[config.mk]
export PLATFORM = sky130hd
export DESIGN_NAME = stopwatch_ctrl
export DESIGN_NICKNAME = d
export VERILOG_FILES = /design/src/rtl/stopwatch_ctrl.sv
export SDC_FILE = /design/constraint.sdc
export NUM_CORES = 1
export LEC_CHECK = 0
export CORE_MARGIN = 5
export CORE_UTILIZATION = 34
export DETAILED_ROUTE_END_ITERATION = 10
export PLACE_DENSITY_LB_ADDON = 0.05
export SETUP_SLACK_MARGIN = 0.3
export SLEW_MARGIN = 10
export SYNTH_ARGS = -nofsm -noshare
export SYNTH_HDL_FRONTEND = slang
export SYNTH_SLANG_ARGS = --single-unit
[constraint.sdc]
create_clock -name clk -period 5.5 [get_ports clk]
set_input_delay 1.375 -clock clk [delete_from_list [all_inputs] [get_ports clk]]
set_output_delay 1.375 -clock clk [all_outputs]
set_load 0.02 [all_outputs]
[src/rtl/stopwatch_ctrl.sv]
// Stopwatch control: input conditioning, RUN/PAUSE/ADJ mode FSM and the timing
// pulses that drive the BCD counters and the 7-segment scan.
module stopwatch_ctrl #(
  parameter int DEBOUNCE_CYCLES = 500000,
  parameter int DIV_1HZ         = 100000000,
  parameter int DIV_2HZ         = 50000000,
  parameter int SCAN_DIV        = 100000
) (
  input  logic       clk,
  input  logic       rst,
  input  logic       btn_pause,
  input  logic       btn_reset,
  input  logic       sw_adj,
  input  logic       sw_sel,
  output logic       inc_sec,
  output logic       inc_min,
  output logic       carry_en,
  output logic       clr_cnt,
  output logic       paused,
  output logic       adj_mode,
  output logic       blink_min,
  output logic       blink_sec,
  output logic [1:0] digit_sel
);

  localparam int DBW = (DEBOUNCE_CYCLES > 1) ? $clog2(DEBOUNCE_CYCLES) : 1;
  localparam int D1W = (DIV_1HZ > 1) ? $clog2(DIV_1HZ) : 1;
  localparam int D2W = (DIV_2HZ > 1) ? $clog2(DIV_2HZ) : 1;
  localparam int SCW = (SCAN_DIV > 1) ? $clog2(SCAN_DIV) : 1;

  localparam logic [DBW-1:0] DB_MAX = DBW'(DEBOUNCE_CYCLES - 1);
  localparam logic [D1W-1:0] D1_MAX = D1W'(DIV_1HZ - 1);
  localparam logic [D2W-1:0] D2_MAX = D2W'(DIV_2HZ - 1);
  localparam logic [SCW-1:0] SC_MAX = SCW'(SCAN_DIV - 1);

  typedef enum logic [1:0] {
    ST_PAUSE = 2'd0,
    ST_RUN   = 2'd1,
    ST_ADJ   = 2'd2
  } state_t;

  logic [3:0]     meta_r;
  logic [3:0]     sync_r;
  logic [1:0]     acc_r;
  logic [1:0]     evt_r;
  logic [DBW-1:0] db_cnt_r [2];
  state_t         state_r;
  state_t         state_s;
  logic           run_r;
  logic           run_s;
  logic [D1W-1:0] div1_r;
  logic [D1W-1:0] div1_s;
  logic [D2W-1:0] div2_r;
  logic [D2W-1:0] div2_s;
  logic           phase_r;
  logic           phase_s;
  logic [SCW-1:0] scan_r;
  logic           tick1_s;
  logic           tick2_s;
  logic           pause_evt_s;
  logic           reset_evt_s;
  logic           adj_s;
  logic           sel_s;

  assign pause_evt_s = evt_r[0];
  assign reset_evt_s = evt_r[1];
  assign adj_s       = sync_r[2];
  assign sel_s       = sync_r[3];

  // Two-flop synchronizers for every raw board input
  always_ff @(posedge clk or posedge rst) begin
    if (rst) begin
      meta_r <= 4'b0000;
      sync_r <= 4'b0000;
    end else begin
      meta_r <= {sw_sel, sw_adj, btn_reset, btn_pause};
      sync_r <= meta_r;
    end
  end

  // Button debounce; an accepted rising level yields a one-cycle event
  always_ff @(posedge clk or posedge rst) begin
    if (rst) begin
      acc_r <= 2'b00;
      evt_r <= 2'b00;
      for (int i = 0; i < 2; i++) begin
        db_cnt_r[i] <= {DBW{1'b0}};
      end
    end else begin
      for (int i = 0; i < 2; i++) begin
        if (sync_r[i] != acc_r[i]) begin
          if (db_cnt_r[i] == DB_MAX) begin
            acc_r[i]    <= sync_r[i];
            evt_r[i]    <= sync_r[i];
            db_cnt_r[i] <= {DBW{1'b0}};
          end else begin
            evt_r[i]    <= 1'b0;
            db_cnt_r[i] <= db_cnt_r[i] + DBW'(1);
          end
        end else begin
          evt_r[i]    <= 1'b0;
          db_cnt_r[i] <= {DBW{1'b0}};
        end
      end
    end
  end

  // Run flag and mode next-state; RUN/PAUSE track the flag in the same cycle it toggles
  always_comb begin
    run_s   = run_r ^ pause_evt_s;
    state_s = ST_PAUSE;
    case (state_r)
      ST_PAUSE, ST_RUN, ST_ADJ: begin
        if (adj_s) begin
          state_s = ST_ADJ;
        end else if (run_s) begin
          state_s = ST_RUN;
        end else begin
          state_s = ST_PAUSE;
        end
      end
      default: begin
        state_s = ST_PAUSE;
      end
    endcase
  end

  // 1 Hz divider: counts only in RUN, holds elsewhere, cleared by a reset event
  always_comb begin
    div1_s  = div1_r;
    tick1_s = 1'b0;
    if (state_r == ST_RUN) begin
      if (div1_r == D1_MAX) begin
        div1_s  = {D1W{1'b0}};
        tick1_s = 1'b1;
      end else begin
        div1_s = div1_r + D1W'(1);
      end
    end else begin
      div1_s = div1_r;
    end
    if (reset_evt_s) begin
      div1_s = {D1W{1'b0}};
    end else begin
      div1_s = div1_s;
    end
  end

  // 2 Hz adjust divider and blink phase, both restarted on ADJ entry
  always_comb begin
    div2_s  = div2_r;
    phase_s = phase_r;
    tick2_s = 1'b0;
    if ((state_s == ST_ADJ) && (state_r != ST_ADJ)) begin
      div2_s  = {D2W{1'b0}};
      phase_s = 1'b0;
    end else if (state_r == ST_ADJ) begin
      if (div2_r == D2_MAX) begin
        div2_s  = {D2W{1'b0}};
        phase_s = ~phase_r;
        tick2_s = 1'b1;
      end else begin
        div2_s = div2_r + D2W'(1);
      end
    end else begin
      phase_s = 1'b0;
    end
  end

  // State, dividers and registered outputs
  always_ff @(posedge clk or posedge rst) begin
    if (rst) begin
      state_r   <= ST_PAUSE;
      run_r     <= 1'b0;
      div1_r    <= {D1W{1'b0}};
      div2_r    <= {D2W{1'b0}};
      phase_r   <= 1'b0;
      inc_sec   <= 1'b0;
      inc_min   <= 1'b0;
      carry_en  <= 1'b0;
      clr_cnt   <= 1'b0;
      paused    <= 1'b0;
      adj_mode  <= 1'b0;
      blink_min <= 1'b0;
      blink_sec <= 1'b0;
    end else begin
      state_r   <= state_s;
      run_r     <= run_s;
      div1_r    <= div1_s;
      div2_r    <= div2_s;
      phase_r   <= phase_s;
      // A clear in the same cycle as a tick wins over the increment
      inc_sec   <= ~reset_evt_s & (tick1_s | (tick2_s & sel_s));
      inc_min   <= ~reset_evt_s & tick2_s & ~sel_s;
      carry_en  <= (state_s != ST_ADJ);
      clr_cnt   <= reset_evt_s;
      paused    <= ~run_s;
      adj_mode  <= (state_s == ST_ADJ);
      blink_min <= (state_s == ST_ADJ) & phase_s & ~sel_s;
      blink_sec <= (state_s == ST_ADJ) & phase_s & sel_s;
    end
  end

  // Free-running digit scan
  always_ff @(posedge clk or posedge rst) begin
    if (rst) begin
      scan_r    <= {SCW{1'b0}};
      digit_sel <= 2'd0;
    end else if (scan_r == SC_MAX) begin
      scan_r    <= {SCW{1'b0}};
      digit_sel <= digit_sel + 2'd1;
    end else begin
      scan_r    <= scan_r + SCW'(1);
      digit_sel <= digit_sel;
    end
  end

endmodule

# ---- Word-level counts from Yosys, hierarchy flattened
# Index checks and enable logic that the tools add are counted.
# Widths: inputs -> output; s select.
dict set report totals {
  ff_bits 134
  in_bits 6
}
dict set report classes {
  n_eq_ne 12
  n_bitwise 13
  muxes 26
  reduce_logical 7
  n_addsub 6
}
# operator n
set ops {}
lappend ops {{$mux 27} 3}
lappend ops {{$mux 26} 3}
lappend ops {{$mux 19} 4}
lappend ops {{$add 19x1->19 const B} 2}
lappend ops {{$eq 19x19->1 const B} 2}
lappend ops {{$add 27x1->27 const B} 1}
lappend ops {{$eq 27x27->1 const B} 1}
lappend ops {{$add 26x1->26 const B} 1}
lappend ops {{$eq 26x26->1 const B} 1}
lappend ops {{$add 17x1->17 const B} 1}
lappend ops {{$eq 17x17->1 const B} 1}
lappend ops {{$mux 17} 1}
lappend ops {{$mux 1} 13}
lappend ops {{$and 1x1->1} 7}
lappend ops {{$eq 2x2->1 const B} 2}
lappend ops {{$mux 2} 2}
lappend ops {{$ne 2x2->1 const B} 2}
lappend ops {{$not 1->1} 4}
lappend ops {{$reduce_and 2->1} 2}
lappend ops {{$reduce_bool 2->1} 2}
lappend ops {{$reduce_or 3->1} 1}
lappend ops {{$add 2x1->2 const B} 1}
lappend ops {{$eq 2x1->1 const B} 1}
lappend ops {{$logic_not 2->1} 1}
lappend ops {{4 further kinds} 5}

# ---- Logic depth before layout (Yosys ltp)
dict set report logic_depth {
  word_depth 10
  depth_mapped 8
}

# ---- Worst setup path after synthesis
# Ideal clock, no wire load.
dict set report synth_path {
  kind {reg-to-reg}
  start {register db_cnt_r[0] in the netlist's numbering}
  end {register acc_r[1]}
  t_required_ps 5375
  setup_slack_ps 3579
  period_less_slack_ps 1921
  setup_time_ps 125
  n_path_buf 0
  stages_incl_launch_ff 6
  arrival_ps 1796
  cell_sequence {dfrtp_1 -> ha_1 -> and4_1 -> nand2_1 -> or4_4 -> mux2_4}
}
dict set report synth_via {
  elab_chain_cells 2
}
# item line_no
set synth_lines {}
lappend synth_lines {{from (decl)} 46} ;# logic [DBW-1:0] db_cnt_r [2];
lappend synth_lines {{from (signal, indexed assignment)} 87} ;# db_cnt_r[i] <= {DBW{1'b0}};
lappend synth_lines {{from (signal, indexed assignment)} 95} ;# db_cnt_r[i] <= {DBW{1'b0}};
lappend synth_lines {{from (signal, indexed assignment)} 98} ;# db_cnt_r[i] <= db_cnt_r[i] + DBW'(1);
lappend synth_lines {{$eq 19x19->1} 92} ;# if (db_cnt_r[i] == DB_MAX) begin
lappend synth_lines {{$reduce_and 2->1 (no source line)} -}
lappend synth_lines {{to (signal, indexed assignment)} 93} ;# acc_r[i] <= sync_r[i];
lappend synth_lines {{to (decl)} 44} ;# logic [1:0] acc_r;
# Every way passes these cells.
# A chain may end at the register's enable or synchronous reset.

# ---- Final worst setup path
dict set report layout_path {
  start {register digit_sel[0]}
  end {output digit_sel[0]}
}
# item line_no
set layout_rtl {}
lappend layout_rtl {{from (decl)} 23} ;# output logic [1:0] digit_sel
lappend layout_rtl {{from (signal assigned)} 211} ;# digit_sel <= digit_sel + 2'd1;
lappend layout_rtl {{from (signal assigned)} 214} ;# digit_sel <= digit_sel;
# No word-level cell between the ends.

==> impl_metrics.tcl <==
set metrics [dict create \
    syn-cell-area_um2 6380 \
    setup_viol 0 \
    yosys_warnings 0 \
    skew_ns 0.00595 \
    timing.fmax_ghz 0.357 \
    via_per_inst 5.02 \
    synth.avg_cell_area_um2 10.1 \
    min_period_ns 2.80 \
    synth_top_family_by_area "simple AND/OR/NAND/NOR gates" \
    dr_total_vias 4520 \
    criticalPathCategory "register to output port" \
    dp_hpwl_um 8530 \
    grt_pass1_wl_um 22600 \
    crit_required_ns 4.12 \
    first_pass_iters 4 \
    synth_compound_area_share_pct 7.16 \
    drive_above_1_share_pct 8.26 \
    htree_num_levels 4 \
    overflow 0 \
    setup.worst_path.end_class "output port" \
    syn_nets 644 \
    grt_pass1_vias 4549 \
    worst-path-buf-inv 1 \
    worst_skew_pair.late_latency_ns 0.42 \
    tightest_slew_ns 0.831 \
    p_comb_share_pct 3.1 \
    post_cts_resized 0 \
    drtIter0Drc 290 \
    synth-seq-cells 134 \
    nets 664 \
    power_switching_uw 498 \
    synthCells 633 \
    io_buffers 15 \
    netSwitchingFraction_pct 22.2 \
    antenna_found_initial 0 \
    p_leak_uw 0.00312 \
    wl_um 13100 \
    cap_violations 0 \
    antenna_left 0 \
    slowest_delay_ns 0.62 \
    synthMuxAreaShare_pct 0.569 \
    design.die.area_um2 21600 \
    rsz0062_at_grt "false" \
    p_int_uw 1750 \
    n_antenna_cell 0 \
    async_flop_share_pct 100 \
    seqPwrFrac_pct 45.4 \
    grt_max_degree 87 \
    synth_flop_cell "dfrtp_1" \
    ys_seq_area_share_pct 52.5 \
    clockRootBuffer "clkbuf_16" \
    p_clk_share_pct 51.5 \
    ctsHoldBuffers 0 \
    crit_family "buffers and inverters" \
    die_w_um 147 \
    synth_cell_type_count 55 \
    mostFrequentLayoutCells "dfrtp_1 (134), nor2_1 (84), nand2_1 (51)" \
    worst_path_max_delay_cell "clkdlybuf4s50_1" \
    path_clk_slew_ns 0.06 \
    syn_to_final_growth_pct 15.6 \
    period_share_pct 50.9 \
    min_path_type "register to register" \
    relSlewSlack_pct 44.4 \
    fin_tns_setup_ns 0 \
    die_h_um 147 \
    power.density_nw_per_um2 304 \
    ir_drop_uv 218 \
    worstPathArrival_ns 1.43 \
    crit_path_cell_trace "clkdlybuf4s50_1" \
    wire_per_inst_um 14.5 \
    cts_sinks 134 \
    place_congestion 0.748 \
    numCtsBuffers 17 \
    worst-path-max-fanout 3 \
    synth-simple-area-share_pct 25.6 \
    synthAdderAreaFrac_pct 0.980 \
    hold_viol 0 \
    outcome "finished clean" \
    postCtsSetupRepairBufs 0 \
    start_util_pct 34.3 \
    synth_enable_flop_cells 0 \
    clk_path_buf_depth 2 \
    start_kind "register" \
    synth_xor_area_share_pct 10.7 \
    grt_use_total_pct 12.8 \
    drc 0 \
    cts_tree "done" \
    core-area_um2 18600 \
    final_common_cell "dfrtp_1" \
    num_rows 50 \
    totalPowerFinal_uw 2250 \
    slew_violations 0 \
    ioPinCount 16 \
]
[cell families after synthesis]
logic type,count (synthesis)
simple gates,305
flops,134
xor+xnor,78
compound gates,74
buf+inv,34
fa+ha+maj,5
mux,3
[area by class of cell]
class                      instances  area [um2]
inverter                          15        61.3
tap                              234         293
fill                            1809       11200
multi-input combinational        465        2880
timing repair buffer              20         188
sequential                       134        3350
clock inverter                    12         153
clock buffer                      20         447
[cell usage after synthesis, drive strengths merged, types with 2 or more instances]
library cell,count,share of area (%)
nand4b,2,0.27
nor2b,3,0.29
nor4,11,1.5
dfrtp,134,53
a41oi,2,0.27
nand3,40,3.1
buf,11,1.1
nor4b,6,0.92
clkbuf,8,0.47
nor3,19,1.6
nand2,54,3.4
o31ai,2,0.24
xnor2,42,5.8
a31oi,18,1.8
and2,10,0.98
or4,3,0.47
inv,15,0.88
nand2b,6,0.71
or3,11,1.1
a21o,3,0.35
nor3b,2,0.24
a31o,2,0.27
mux2,2,0.41
ha,5,0.98
nand4,21,2.1
and4,12,1.6
xor2,36,4.9
and3,16,1.6
a21oi,19,1.5
nor2,84,4.9
o21ai,20,1.6
[per-layer routing]
metal / GRT usage, % / share of wire (%) / vias up
li1: - / - / 2266
met1: 17.5 / 51 / 2195
met2: 19.6 / 45 / 41
met3: 2.93 / 2.3 / 18
met4: 5.17 / 1.8 / 0
met5: 0 / 0 / -
[registers in the layout, summed over array words and instances (netlist names)]
| signal | cells |
|---|---|
| inc_sec | 1 |
| acc_r | 2 |
| blink_min | 1 |
| adj_mode | 1 |
| scan_r | 17 |
| state_r | 2 |
| blink_sec | 1 |
| evt_r | 2 |
| db_cnt_r | 38 |
| paused | 1 |
| inc_min | 1 |
| clr_cnt | 1 |
| div1_r | 27 |
| meta_r | 4 |
| phase_r | 1 |
| div2_r | 26 |
| carry_en | 1 |
| digit_sel | 2 |
| sync_r | 4 |
| run_r | 1 |
[power groups by stage]
stage / combinational, uW / sequential [uW] / clock (uW)
detailed placement: 71.8 / 1040 / 0
global route: 80.6 / 1020 / 1240
floorplan: 49.1 / 1030 / 0
CTS: 71.7 / 1020 / 1190
finish: 68.6 / 1020 / 1160
global placement: 71.0 / 1040 / 0
[final timing paths]
kind                                endpoint  depth (start not counted)  slack, ns          from
max in group asynchronous         div1_r[26]                          3       3.11           rst
worst min register to register     sync_r[1]                          0       0.35     meta_r[1]
min in group asynchronous          scan_r[4]                          2       1.49           rst
worst max register to register     blink_sec                          6       3.18     div2_r[0]
worst min-delay path               sync_r[1]                          0       0.35     meta_r[1]
worst max-delay path            digit_sel[0]                          1       2.70  digit_sel[0]
[stage by stage]
step                      cells  cell area, um2  util (%)  setup slack [ns]  hold WS (ns)
final                       900            7380      39.7              2.70         0.350
after global routing        900            7380      39.7              2.63         0.370
after CTS                   900            7380      39.7              2.66         0.353
after detailed placement    868            6780      36.5              2.57         0.339
after global placement      868            6780      36.5              2.57         0.338
after floorplan             633            6380         -             0.542         0.331
No activity file was read; power rests on OpenSTA's default activity.
